==> config.mk <==
export PLATFORM = sky130hd
export DESIGN_NAME = mips32_prog_loader
export DESIGN_NICKNAME = d
export VERILOG_FILES = /design/src/rtl/mips32_prog_loader.sv
export SDC_FILE = /design/constraint.sdc
export NUM_CORES = 1
export LEC_CHECK = 0
export CORE_MARGIN = 2
export CORE_UTILIZATION = 58
export CTS_CLUSTER_SIZE = 8
export DETAILED_ROUTE_END_ITERATION = 12
export PLACE_DENSITY = 0.93
export SETUP_SLACK_MARGIN = 0.3
export SLEW_MARGIN = 20
export SYNTH_ARGS = -nofsm -noshare
export SYNTH_HDL_FRONTEND = slang
export SYNTH_SLANG_ARGS = --single-unit
==> constraint.sdc <==
create_clock -name clk1 -period 7.35 [get_ports clk1]
set_input_delay 1.47 -clock clk1 [delete_from_list [all_inputs] [get_ports clk1]]
set_output_delay 1.47 -clock clk1 [all_outputs]
set_load 0.005 [all_outputs]
==> src/rtl/mips32_prog_loader.sv <==
// Program loader for the pipe_MIPS32 core: streams words through a small FIFO into the
// core's unified memory from base_addr, then releases the core and reports a checksum.
module mips32_prog_loader #(
  parameter int ADDR_W = 10,
  parameter int DEPTH  = 4
) (
  input  logic              clk1,
  input  logic              rst,
  input  logic              start,
  input  logic [ADDR_W-1:0] base_addr,
  input  logic [ADDR_W:0]   len,
  input  logic              s_valid,
  input  logic [31:0]       s_data,
  output logic              s_ready,
  output logic              mem_we,
  output logic [ADDR_W-1:0] mem_addr,
  output logic [31:0]       mem_wdata,
  output logic              busy,
  output logic              done,
  output logic              core_run,
  output logic [31:0]       checksum,
  output logic              start_err
);

  localparam int DATA_W = 32;
  localparam int PTR_W  = $clog2(DEPTH);
  localparam int CNT_W  = PTR_W + 1;

  typedef enum logic [1:0] {ST_IDLE, ST_LOAD, ST_DONE} state_t;

  state_t              state_q, state_d;
  logic [ADDR_W-1:0]   base_q, base_d;
  logic [ADDR_W:0]     len_q, len_d;
  logic [ADDR_W:0]     accepted_q, accepted_d;
  logic [ADDR_W:0]     written_q, written_d;
  logic [DATA_W-1:0]   fifo_mem_q [DEPTH];
  logic [DATA_W-1:0]   fifo_mem_d [DEPTH];
  logic [PTR_W-1:0]    wr_ptr_q, wr_ptr_d;
  logic [PTR_W-1:0]    rd_ptr_q, rd_ptr_d;
  logic [CNT_W-1:0]    count_q, count_d;
  logic                mem_we_q, mem_we_d;
  logic [ADDR_W-1:0]   mem_addr_q, mem_addr_d;
  logic [DATA_W-1:0]   mem_wdata_q, mem_wdata_d;
  logic [DATA_W-1:0]   checksum_q, checksum_d;
  logic                core_run_q, core_run_d;
  logic                start_err_q, start_err_d;

  logic                fifo_full;
  logic                ready_c;
  logic                push;
  logic                pop;

  function automatic logic [ADDR_W-1:0] wrap_addr(input logic [ADDR_W-1:0] base,
                                                  input logic [ADDR_W:0]   offs);
    return base + offs[ADDR_W-1:0];
  endfunction

  // Ready depends only on registered state, so a same-cycle pop never raises it.
  assign fifo_full = (count_q == CNT_W'(DEPTH));
  assign ready_c   = (state_q == ST_LOAD) && !fifo_full && (accepted_q < len_q);

  always_comb begin
    state_d     = state_q;
    base_d      = base_q;
    len_d       = len_q;
    accepted_d  = accepted_q;
    written_d   = written_q;
    fifo_mem_d  = fifo_mem_q;
    wr_ptr_d    = wr_ptr_q;
    rd_ptr_d    = rd_ptr_q;
    count_d     = count_q;
    mem_we_d    = 1'b0;
    mem_addr_d  = mem_addr_q;
    mem_wdata_d = mem_wdata_q;
    checksum_d  = checksum_q;
    core_run_d  = core_run_q;
    start_err_d = start_err_q;
    push        = 1'b0;
    pop         = 1'b0;

    case (state_q)
      ST_IDLE: begin
        if (start) begin
          base_d      = base_addr;
          len_d       = len;
          accepted_d  = '0;
          written_d   = '0;
          wr_ptr_d    = '0;
          rd_ptr_d    = '0;
          count_d     = '0;
          checksum_d  = '0;
          start_err_d = 1'b0;
          if (len == '0) begin
            state_d    = ST_DONE;
            core_run_d = 1'b1;
          end else begin
            state_d    = ST_LOAD;
            core_run_d = 1'b0;
          end
        end
      end

      ST_LOAD: begin
        if (start) start_err_d = 1'b1;
        push = s_valid && ready_c;
        pop  = (count_q != '0);
        if (push) begin
          fifo_mem_d[wr_ptr_q] = s_data;
          wr_ptr_d             = wr_ptr_q + 1'b1;
          accepted_d           = accepted_q + 1'b1;
        end
        if (pop) begin
          mem_we_d    = 1'b1;
          mem_addr_d  = wrap_addr(base_q, written_q);
          mem_wdata_d = fifo_mem_q[rd_ptr_q];
          checksum_d  = checksum_q + fifo_mem_q[rd_ptr_q];
          rd_ptr_d    = rd_ptr_q + 1'b1;
          written_d   = written_q + 1'b1;
          if (written_q + 1'b1 == len_q) begin
            state_d    = ST_DONE;
            core_run_d = 1'b1;
          end
        end
        count_d = count_q + CNT_W'(push) - CNT_W'(pop);
      end

      ST_DONE: begin
        if (start) start_err_d = 1'b1;
        state_d = ST_IDLE;
      end

      default: state_d = ST_IDLE;
    endcase
  end

  // FIFO storage holds only data and needs no reset; occupancy is tracked by count_q.
  always_ff @(posedge clk1) begin
    fifo_mem_q <= fifo_mem_d;
  end

  always_ff @(posedge clk1) begin
    if (rst) begin
      state_q     <= ST_IDLE;
      base_q      <= '0;
      len_q       <= '0;
      accepted_q  <= '0;
      written_q   <= '0;
      wr_ptr_q    <= '0;
      rd_ptr_q    <= '0;
      count_q     <= '0;
      mem_we_q    <= 1'b0;
      mem_addr_q  <= '0;
      mem_wdata_q <= '0;
      checksum_q  <= '0;
      core_run_q  <= 1'b0;
      start_err_q <= 1'b0;
    end else begin
      state_q     <= state_d;
      base_q      <= base_d;
      len_q       <= len_d;
      accepted_q  <= accepted_d;
      written_q   <= written_d;
      wr_ptr_q    <= wr_ptr_d;
      rd_ptr_q    <= rd_ptr_d;
      count_q     <= count_d;
      mem_we_q    <= mem_we_d;
      mem_addr_q  <= mem_addr_d;
      mem_wdata_q <= mem_wdata_d;
      checksum_q  <= checksum_d;
      core_run_q  <= core_run_d;
      start_err_q <= start_err_d;
    end
  end

  assign s_ready   = ready_c;
  assign mem_we    = mem_we_q;
  assign mem_addr  = mem_addr_q;
  assign mem_wdata = mem_wdata_q;
  assign busy      = (state_q == ST_LOAD);
  assign done      = (state_q == ST_DONE);
  assign core_run  = core_run_q;
  assign checksum  = checksum_q;
  assign start_err = start_err_q;

endmodule

Word-level counts from Yosys, hierarchy flattened:

Cells that the tools add are included.

* multiplexer cells: 35
* equality and inequality tests: 9
* add/sub/neg operators: 8
* $lt $le $gt $ge: 4
* reduce and logical (&&, ||, !) cells: 21
* bitwise gates (word level): 3

Operator list (count)
* 32-bit 2-to-1 mux: 5
* 128-bit bitwise mux: 1
* 32-bit binary-select mux with 2-bit select: 1
* 32-bit demux with 2-bit select: 1
* 32-bit case mux with 2 select lines: 1
* 11-bit case mux with 2 select lines: 2
* 11-bit 2-to-1 mux: 3
* 32-bit adder: 1
* 11-bit by 1-bit adder with 11-bit output, second input constant: 2
* 2-bit 2-to-1 mux: 7
* 2-bit case mux with 2 select lines: 3
* 3-bit AND reduction: 4
* 11-bit == test: 1
* 11-bit logical NOT: 1
* 11-bit < comparator: 1
* 10-bit adder: 1
* 2-bit by 1-bit inequality test with 1-bit output, second input constant: 4
* 2-bit AND reduction: 4
* 1-bit 2-to-1 mux: 7
* 3-bit greater-or-equal comparator, second input constant: 2
* 2-bit NOT with 3-bit output: 2
* 3-bit case mux with 2 select lines: 1
* 2-bit by 1-bit adder with 2-bit output, second input constant: 2
* 1-bit logical AND: 4
* 16 further kinds: 19

* register bits: 257
* logic and storage cells: 98

Longest topological paths before layout:

Gate-level depths: netlist of run 1.

* word-level depth: 8
* gate-level depth with buffers: 18
* mapped depth without buffers: 17

Worst setup path after synthesis of run 1:

No wires, ideal clock.

* kind: register to register
* from: register rd_ptr_q[0]
* to: register checksum_q[31], in the netlist checksum[31]
* arrival time: 3.723 ns
* stages on the path, launching flop included: 14
* period minus slack after synthesis: 3.850 ns
* path slack: 3.500 ns
* path buffers: 2
* path through: dfxtp_1 -> clkbuf_1 -> buf_1 -> mux4_2 -> ha_1 -> nand4_1 -> o221ai_1 -> nor2_1 -> a211oi_1 -> nor4_1 -> o31ai_1 -> a211o_1 -> mux2i_1 -> o211ai_1

* cells in the longest elaborated chain, start to end: 7

RTL lines
* from (decl): RTL line 39 `logic [PTR_W-1:0] rd_ptr_q, rd_ptr_d;`
* from (signal assigned): RTL line 164 `rd_ptr_q <= rd_ptr_d;`
* 2-bit NOT with 3-bit output (implied by the code): RTL line 116 `checksum_d = checksum_q + fifo_mem_q[rd_ptr_q];`
* 32-bit binary-select mux with 2-bit select: RTL line 116
* 32-bit 2-to-1 mux (implied by the code) (2 in series): RTL line 116
* 32-bit adder: RTL line 116
* 32-bit 2-to-1 mux: RTL line 112 `if (pop) begin`
* 32-bit case mux with 2 select lines: RTL line 81 `case (state_q)`
* to (signal assigned): RTL line 169 `checksum_q <= checksum_d;`
* to (decl): RTL line 44 `logic [DATA_W-1:0] checksum_q, checksum_d;`

Every way passes these cells. The select of a mux whose other input is x is not followed.
A chain may end at the register's enable or synchronous reset.

Final worst setup path of run 1:

* from: register len_q[7]
* to: output s_ready

* cells in the longest elaborated chain, start to end: 2

RTL lines
* from (decl): RTL line 33 `logic [ADDR_W:0] len_q, len_d;`
* from (signal assigned): RTL line 160 `len_q <= len_d;`
* 11-bit < comparator: RTL line 60 `assign ready_c = (state_q == ST_LOAD) && !fifo_full && (accepted_q < len_q);`
* 1-bit logical AND: RTL line 60
* to (decl): RTL line 14 `output logic s_ready,`

Every way passes these cells.

==> results.sh, run 1 <==
export IMPL_critPathKind="register to output pin"
export IMPL_antenna_found_initial=1
export IMPL_startpoint="len_q[7]"
export IMPL_grt_pass1_wl_um=48700
export IMPL_nFillCells=1316
export IMPL_die_area_sq_um=21700
export IMPL_crit_arrival_ps=2820
export IMPL_tightest_slew_ps=1070
export IMPL_synth_yosys_warnings=0
export IMPL_htree_num_levels=2
export IMPL_mostFrequentLayoutCell="nand2_1"
export IMPL_critPathCaptureType="output pin"
export IMPL_first_pass_iters=5
export IMPL_hold_viol=0
export IMPL_initial_core_util_pct=59.0
export IMPL_r2r_start="rd_ptr_q[1]"
export IMPL_placed_area_sq_um=13500
export IMPL_ys_flop_type="dfxtp_1"
export IMPL_grt_max_degree=65
export IMPL_drt_antenna_violating_nets=0
export IMPL_p_leak_uw=0.00531
export IMPL_coreArea_sq_um=20200
export IMPL_place_ws_ps=2810
export IMPL_die_w_um=147
export IMPL_fin_worst_skew_ps=24.9
export IMPL_std_cell_rows=52
export IMPL_remaining_drc_errors=0
export IMPL_post_route_util_pct=72.1
export IMPL_mostFrequentLayoutCells="nand2_1 (150), clkdlybuf4s50_1 (135), a21oi_1 (132), dfxtp_1 (128), edfxtp_1 (128)"
export IMPL_cts_sinks=257
export IMPL_drive_gt1_share_pct=7.62
export IMPL_hold_class="register to register"
export IMPL_vdd_drop_max_mv=0.231
export IMPL_cts_buffers=38
export IMPL_synthCells=1089
export IMPL_portBuffers=136
export IMPL_fmax_mhz=233
export IMPL_synth_top_area_share_pct=32.2
export IMPL_intPower_uw=2750
export IMPL_ys_async_sr_fraction_pct=0
export IMPL_vias_per_cell=6.20
export IMPL_p_seq_share_pct=42.8
export IMPL_dpl_hpwl_um=19600
export IMPL_slew_headroom_pct=28.3
export IMPL_post_route_worst_setup_slack_ps=3060
export IMPL_fin_crit_ps=4290
export IMPL_gr_usage_all_layers_pct=28.3
export IMPL_power_per_cell_area_nw_per_um2=258
export IMPL_reg2reg_depth=12
export IMPL_post_cts_repair_setup_buffers=0
export IMPL_ys_seq_area_share_pct=53.9
export IMPL_io_pins=137
export IMPL_cts_root_buf="clkbuf_16"
export IMPL_critical_path_endpoint="s_ready"
export IMPL_wl_per_cell_um=20.2
export IMPL_synth_distinct_cells=62
export IMPL_yosys_area_top_type="edfxtp_1"
export IMPL_fin_tns_setup_ps=0
export IMPL_nets=1344
export IMPL_timing_hold_ws_ps=456
export IMPL_cp_start_kind="register"
export IMPL_fin_area_sq_um=14600
export IMPL_rsz0062_at_grt="no"
export IMPL_reg2reg_slack_ps=3120
export IMPL_swShare_pct=27.1
export IMPL_path_max_fanout=6
export IMPL_clkLatencyLatePin_ps=530
export IMPL_finalSetupViolCount=0
export IMPL_die_h_um=147
export IMPL_cp_required_ps=5880
export IMPL_drv_slew=0
export IMPL_avgSynthCellArea_sq_um=11.0
export IMPL_routed_via_count=9407
export IMPL_clockBufferDepth=3
export IMPL_clk_pin_slew_ps=50
export IMPL_netlist_area_sq_um=11900
export IMPL_areaGrowthSynthToFinish_pct=22.3
export IMPL_synth_enable_flop_cells=128
export IMPL_syn_nets=1210
export IMPL_pwr_share_comb_pct=15.3
export IMPL_ys_ff_latch=257
export IMPL_r2r_end="checksum[31]"
export IMPL_cts_hold_buffers=0
export IMPL_fin_crit_sh_pct=58.4
export IMPL_gp_congestion=0.918
export IMPL_grt_pass1_vias=9559
export IMPL_cap_violations=0
export IMPL_p_sw_uw=1020
export IMPL_status="finished, final reports clean"
export IMPL_synth_area_leaders="edfxtp_1 (32%), dfxtp_1 (22%), ha_1 (6.4%), mux4_2 (6.0%), a21oi_1 (5.5%)"
export IMPL_pwr_share_clk_pct=41.9
export IMPL_cts_tree="yes"
export IMPL_drt_iter0_drc=731
export IMPL_overflow=0
export IMPL_routed_wl_um=30600
export IMPL_post_cts_resized=0
## layout make-up
class | count | area [sq um] | area share (%)
Antenna cell | 1 | 2.50 | 0.0171
Tap cell | 270 | 338 | 2.31
Timing Repair Buffer | 145 | 1430 | 9.77
Inverter | 34 | 128 | 0.874
Sequential cell | 257 | 6430 | 44.0
Multi-Input combinational cell | 747 | 5190 | 35.6
Clock buffer | 61 | 1040 | 7.11
Clock inverter | 3 | 45.0 | 0.309
## worst max-delay path, cell delays in order, from the launching register on
cell             delay (ps)
dfxtp_1                 380
inv_1                   140
ha_1                    320
o21a_1                  190
o21a_1                  160
o21ai_0                 320
o21a_1                  250
clkdlybuf4s50_1         540
## synth_stat cells (all sizes together) (2+ instances only)
cell and count:
a21o 25, a211o 2, o31ai 6, a32oi 2, nor2b 3, xor2 17, or2 3, dfxtp 129
nand2 151, or4 2, nand2b 9, xnor2 40, a41oi 2, nor2 81, o211ai 4, nor4 8
o21a 8, or3 2, a21oi 132, a22o 12, nand4 10, a31oi 4, o32ai 3, a21boi 3
a22oi 24, and3 8, buf 4, mux2i 3, o21bai 3, o21ai 28, inv 34, clkbuf 47
ha 61, and2 7, mux4 32, edfxtp 128, a211oi 8, nor3 12, nand3 13, a2111oi 3
fa 3
## worst min-delay path by stage
stage | slack (ps) | end | from | cells past startpoint
2_1_floorplan | 440 | len_q[10] | len_q[10] | 2
3_3_place_gp | 440 | mem_addr[7] | mem_addr[7] | 2
3_5_place_dp | 450 | mem_wdata[29] | mem_wdata[29] | 2
4_1_cts | 460 | mem_wdata[29] | mem_wdata[29] | 2
5_1_grt | 480 | mem_wdata[5] | mem_wdata[5] | 2
6_report | 460 | mem_wdata[29] | mem_wdata[29] | 2
## registers in the layout, summed over array words and instances, names as in the netlist
register / flops
len_q: 11
rd_ptr_q: 2
core_run: 1
checksum: 32
start_err: 1
wr_ptr_q: 2
mem_we: 1
written_q: 11
mem_addr: 10
accepted_q: 11
base_q: 10
mem_wdata: 32
count_q: 3
fifo_mem_q: 128
state_q: 2
## power groups by stage
stage | clock [uW] | sequential, uW | combinational (uW)
floorplan | 0 | 1620 | 380
global placement | 0 | 1630 | 539
detailed placement | 0 | 1640 | 561
CTS | 1600 | 1610 | 568
global route | 1660 | 1620 | 629
finish | 1580 | 1610 | 575
## through the flow
step | instances | total power [uW]
3_5_place_dp | 1453 | 2200
3_3_place_gp | 1453 | 2170
4_1_cts | 1517 | 3780
6_report | 1518 | 3770
2_1_floorplan | 1089 | 2000
5_1_grt | 1517 | 3900
## layer usage
layer / vias up / routed length (um) / track usage [%]
met2: 531 / 15100 / 48.4
met5: - / 0 / 0
met1: 4505 / 11800 / 34.6
met3: 104 / 2630 / 6.08
li1: 4267 / - / -
met4: 0 / 1120 / 13.1
## cell families (layout without fill, tap and decap cells)
family | after synthesis | after routing | synth area share [%]
simple gates | 313 | 313 | 11.5
mux | 35 | 35 | 6.29
fa+ha+maj | 64 | 64 | 6.90
xor+xnor | 57 | 57 | 4.18
flops | 257 | 257 | 53.9
other cells | 0 | 1 | 0
compound gates | 278 | 278 | 14.6
buf+inv | 85 | 243 | 2.68
Power figures use the tool's default switching activity.
==> run 2: changes to the inputs <==
--- a/config.mk
+++ b/config.mk
@@ -6,10 +6,10 @@
 export NUM_CORES = 1
 export LEC_CHECK = 0
 export CORE_MARGIN = 2
-export CORE_UTILIZATION = 58
+export CORE_UTILIZATION = 51
 export CTS_CLUSTER_SIZE = 8
 export DETAILED_ROUTE_END_ITERATION = 12
-export PLACE_DENSITY = 0.93
+export PLACE_DENSITY = 0.87
 export SETUP_SLACK_MARGIN = 0.3
 export SLEW_MARGIN = 20
 export SYNTH_ARGS = -nofsm -noshare
==> constraint.sdc (replaced) <==
create_clock -name clk1 -period 3.6 [get_ports clk1]
set_input_delay 0.72 -clock clk1 [delete_from_list [all_inputs] [get_ports clk1]]
set_output_delay 0.72 -clock clk1 [all_outputs]
set_load 0.005 [all_outputs]
==> run 2 against run 1 <==
Critical path depth is 7 higher. Clock skew is essentially flat. Sequential cell count did not move. Critical endpoint is now checksum[31]. Die area increased by 13%. Critical path type is now register to register. Cell area grew 7.2%. Non-clock buffer count grew 52. Sequential share of layout area shrank 2.8 points. Highest routed layer unchanged. Worst setup slack lost 3000 ps.
==> results.sh, run 2 (synthesis gave the netlist of run 1 again) <==
export IMPL_cp_start_kind="register"
export IMPL_fin_crit_ps=3500
export IMPL_grt_pass1_vias=9486
export IMPL_hold_viol=0
export IMPL_cts_sinks=257
export IMPL_fin_tns_setup_ps=0
export IMPL_clockBufferDepth=3
export IMPL_crit_arrival_ps=3900
export IMPL_coreArea_sq_um=22800
export IMPL_cts_buffers=38
export IMPL_r2r_start="rd_ptr_q[0]"
export IMPL_routed_wl_um=34000
export IMPL_regArea_sq_um=6450
export IMPL_mostFrequentLayoutCell="nand2_1"
export IMPL_critPathKind="register to register"
export IMPL_placed_area_sq_um=13800
export IMPL_clk_pin_slew_ps=50
export IMPL_dpl_hpwl_um=19700
export IMPL_startpoint="rd_ptr_q[0]"
export IMPL_cts_root_buf="clkbuf_16"
export IMPL_n_antenna_cell=0
export IMPL_nFillCells=1532
export IMPL_critPathCaptureType="register"
export IMPL_drv_slew=0
export IMPL_vdd_drop_max_mv=0.463
export IMPL_first_pass_iters=7
export IMPL_regMostFlops="fifo_mem_q"
export IMPL_cp_required_ps=4000
export IMPL_hold_class="register to register"
export IMPL_die_area_sq_um=24600
export IMPL_vias_per_cell=6.06
export IMPL_multi_input_area_sq_um=5660
export IMPL_grt_max_degree=86
export IMPL_antenna_found_initial=0
export IMPL_io_pins=137
export IMPL_drt_iter0_drc=1150
export IMPL_cap_violations=0
export IMPL_place_ws_ps=18.7
export IMPL_fmax_mhz=286
export IMPL_post_route_util_pct=68.7
export IMPL_portBuffers=136
export IMPL_grt_pass1_wl_um=48800
export IMPL_std_cell_rows=55
export IMPL_cts_tree="yes"
export IMPL_gp_congestion=0.909
export IMPL_remaining_drc_errors=0
export IMPL_overflow=0
export IMPL_nets=1396
export IMPL_largest_register_ff_count=128
export IMPL_die_w_um=157
export IMPL_fin_worst_skew_ps=24.4
export IMPL_p_leak_uw=0.00564
export IMPL_clkLatencyLatePin_ps=540
export IMPL_hp_start="mem_addr[5]"
export IMPL_die_h_um=157
export IMPL_rsz0062_at_grt="yes"
export IMPL_mostFrequentLayoutCells="nand2_1 (150), clkdlybuf4s50_1 (134), edfxtp_1 (128), dfxtp_1 (120), a21oi_1 (115)"
export IMPL_slew_headroom_pct=35.9
export IMPL_cts_hold_buffers=0
export IMPL_post_route_worst_setup_slack_ps=104
export IMPL_timing_hold_ws_ps=455
export IMPL_areaGrowthSynthToFinish_pct=31.2
export IMPL_routed_via_count=9757
export IMPL_path_max_fanout=9
export IMPL_fin_crit_sh_pct=97.1
export IMPL_initial_core_util_pct=52.4
export IMPL_fin_area_sq_um=15700
export IMPL_drt_antenna_violating_nets=0
export IMPL_tightest_slew_ps=962
export IMPL_wl_per_cell_um=21.1
export IMPL_drive_gt1_share_pct=17.2
export IMPL_gr_usage_all_layers_pct=25.3
export IMPL_power_per_cell_area_nw_per_um2=511
export IMPL_htree_num_levels=2
export IMPL_status="finished, final reports clean"
export IMPL_finalSetupViolCount=0
==> run 2: changes by cell type in the layout (fill, tap and decap cells not counted), sizes merged <==
cell	change
clkdlybuf4s50	-1
diode	-1
inv	+1
buf	+51
dlygate4sd2	+1
clkbuf	-1
==> run 2: path summary, 6_finish.rpt <==
check / end / slack [ps] / cells past startpoint
worst max-delay path: checksum[31] / 100 / 14
worst min-delay path: mem_addr[5] / 450 / 2
worst max register to register: checksum[31] / 100 / 14
worst min register to register: mem_addr[5] / 450 / 2
==> run 2: where the power goes <==
group,leakage (uW),internal [uW],switching [uW]
sequential,0.00220,3210,76.3
clock,0.000523,1970,1310
combinational,0.00291,570,850
total,0.00564,5750,2240
==> run 2: stage by stage <==
| step | instances | power, uW |
|---|---|---|
| after floorplan | 1089 | 4090 |
| after global placement | 1518 | 4520 |
| after detailed placement | 1518 | 4560 |
| after CTS | 1586 | 7850 |
| after global routing | 1611 | 8250 |
| final | 1611 | 7990 |
==> run 2: routing by layer <==
metal | GRT usage (%) | wire [um] | vias to the layer above
met5 | 0 | 0 | -
met4 | 11.3 | 1690 | 0
met3 | 4.35 | 2920 | 144
met2 | 43.4 | 16600 | 580
met1 | 31.4 | 12800 | 4660
li1 | - | - | 4373
==> run 2: timing repair <==
item | 4_1_cts | 5_1_grt
pin swaps | 5 | 47
setup buffers | 4 | 24
gates resized for setup | 23 | 78
endpoints found under the setup margin | 15 | 16
cloned | 1 | 1
==> run 2: final cells by class <==
cell class	instances	share of cell area, %
Clock buffer	59	6.58
Multi-Input combinational cell	747	36.2
Inverter	34	0.815
Sequential cell	257	41.2
Timing Repair Buffer	197	12.3
Tap cell	313	2.50
Clock inverter	4	0.432
==> run 2: critical path, cell delays in order (launching register included) <==
cell and delay, ps:
dfxtp_4 440, buf_12 140, buf_16 130, mux4_2 560, ha_4 320, o21a_1 130, o211ai_1 100, and2_1 230
a211oi_2 210, buf_4 190, nor4_4 40, o31ai_2 290, a211o_1 230, mux2i_1 230, o211ai_1 110
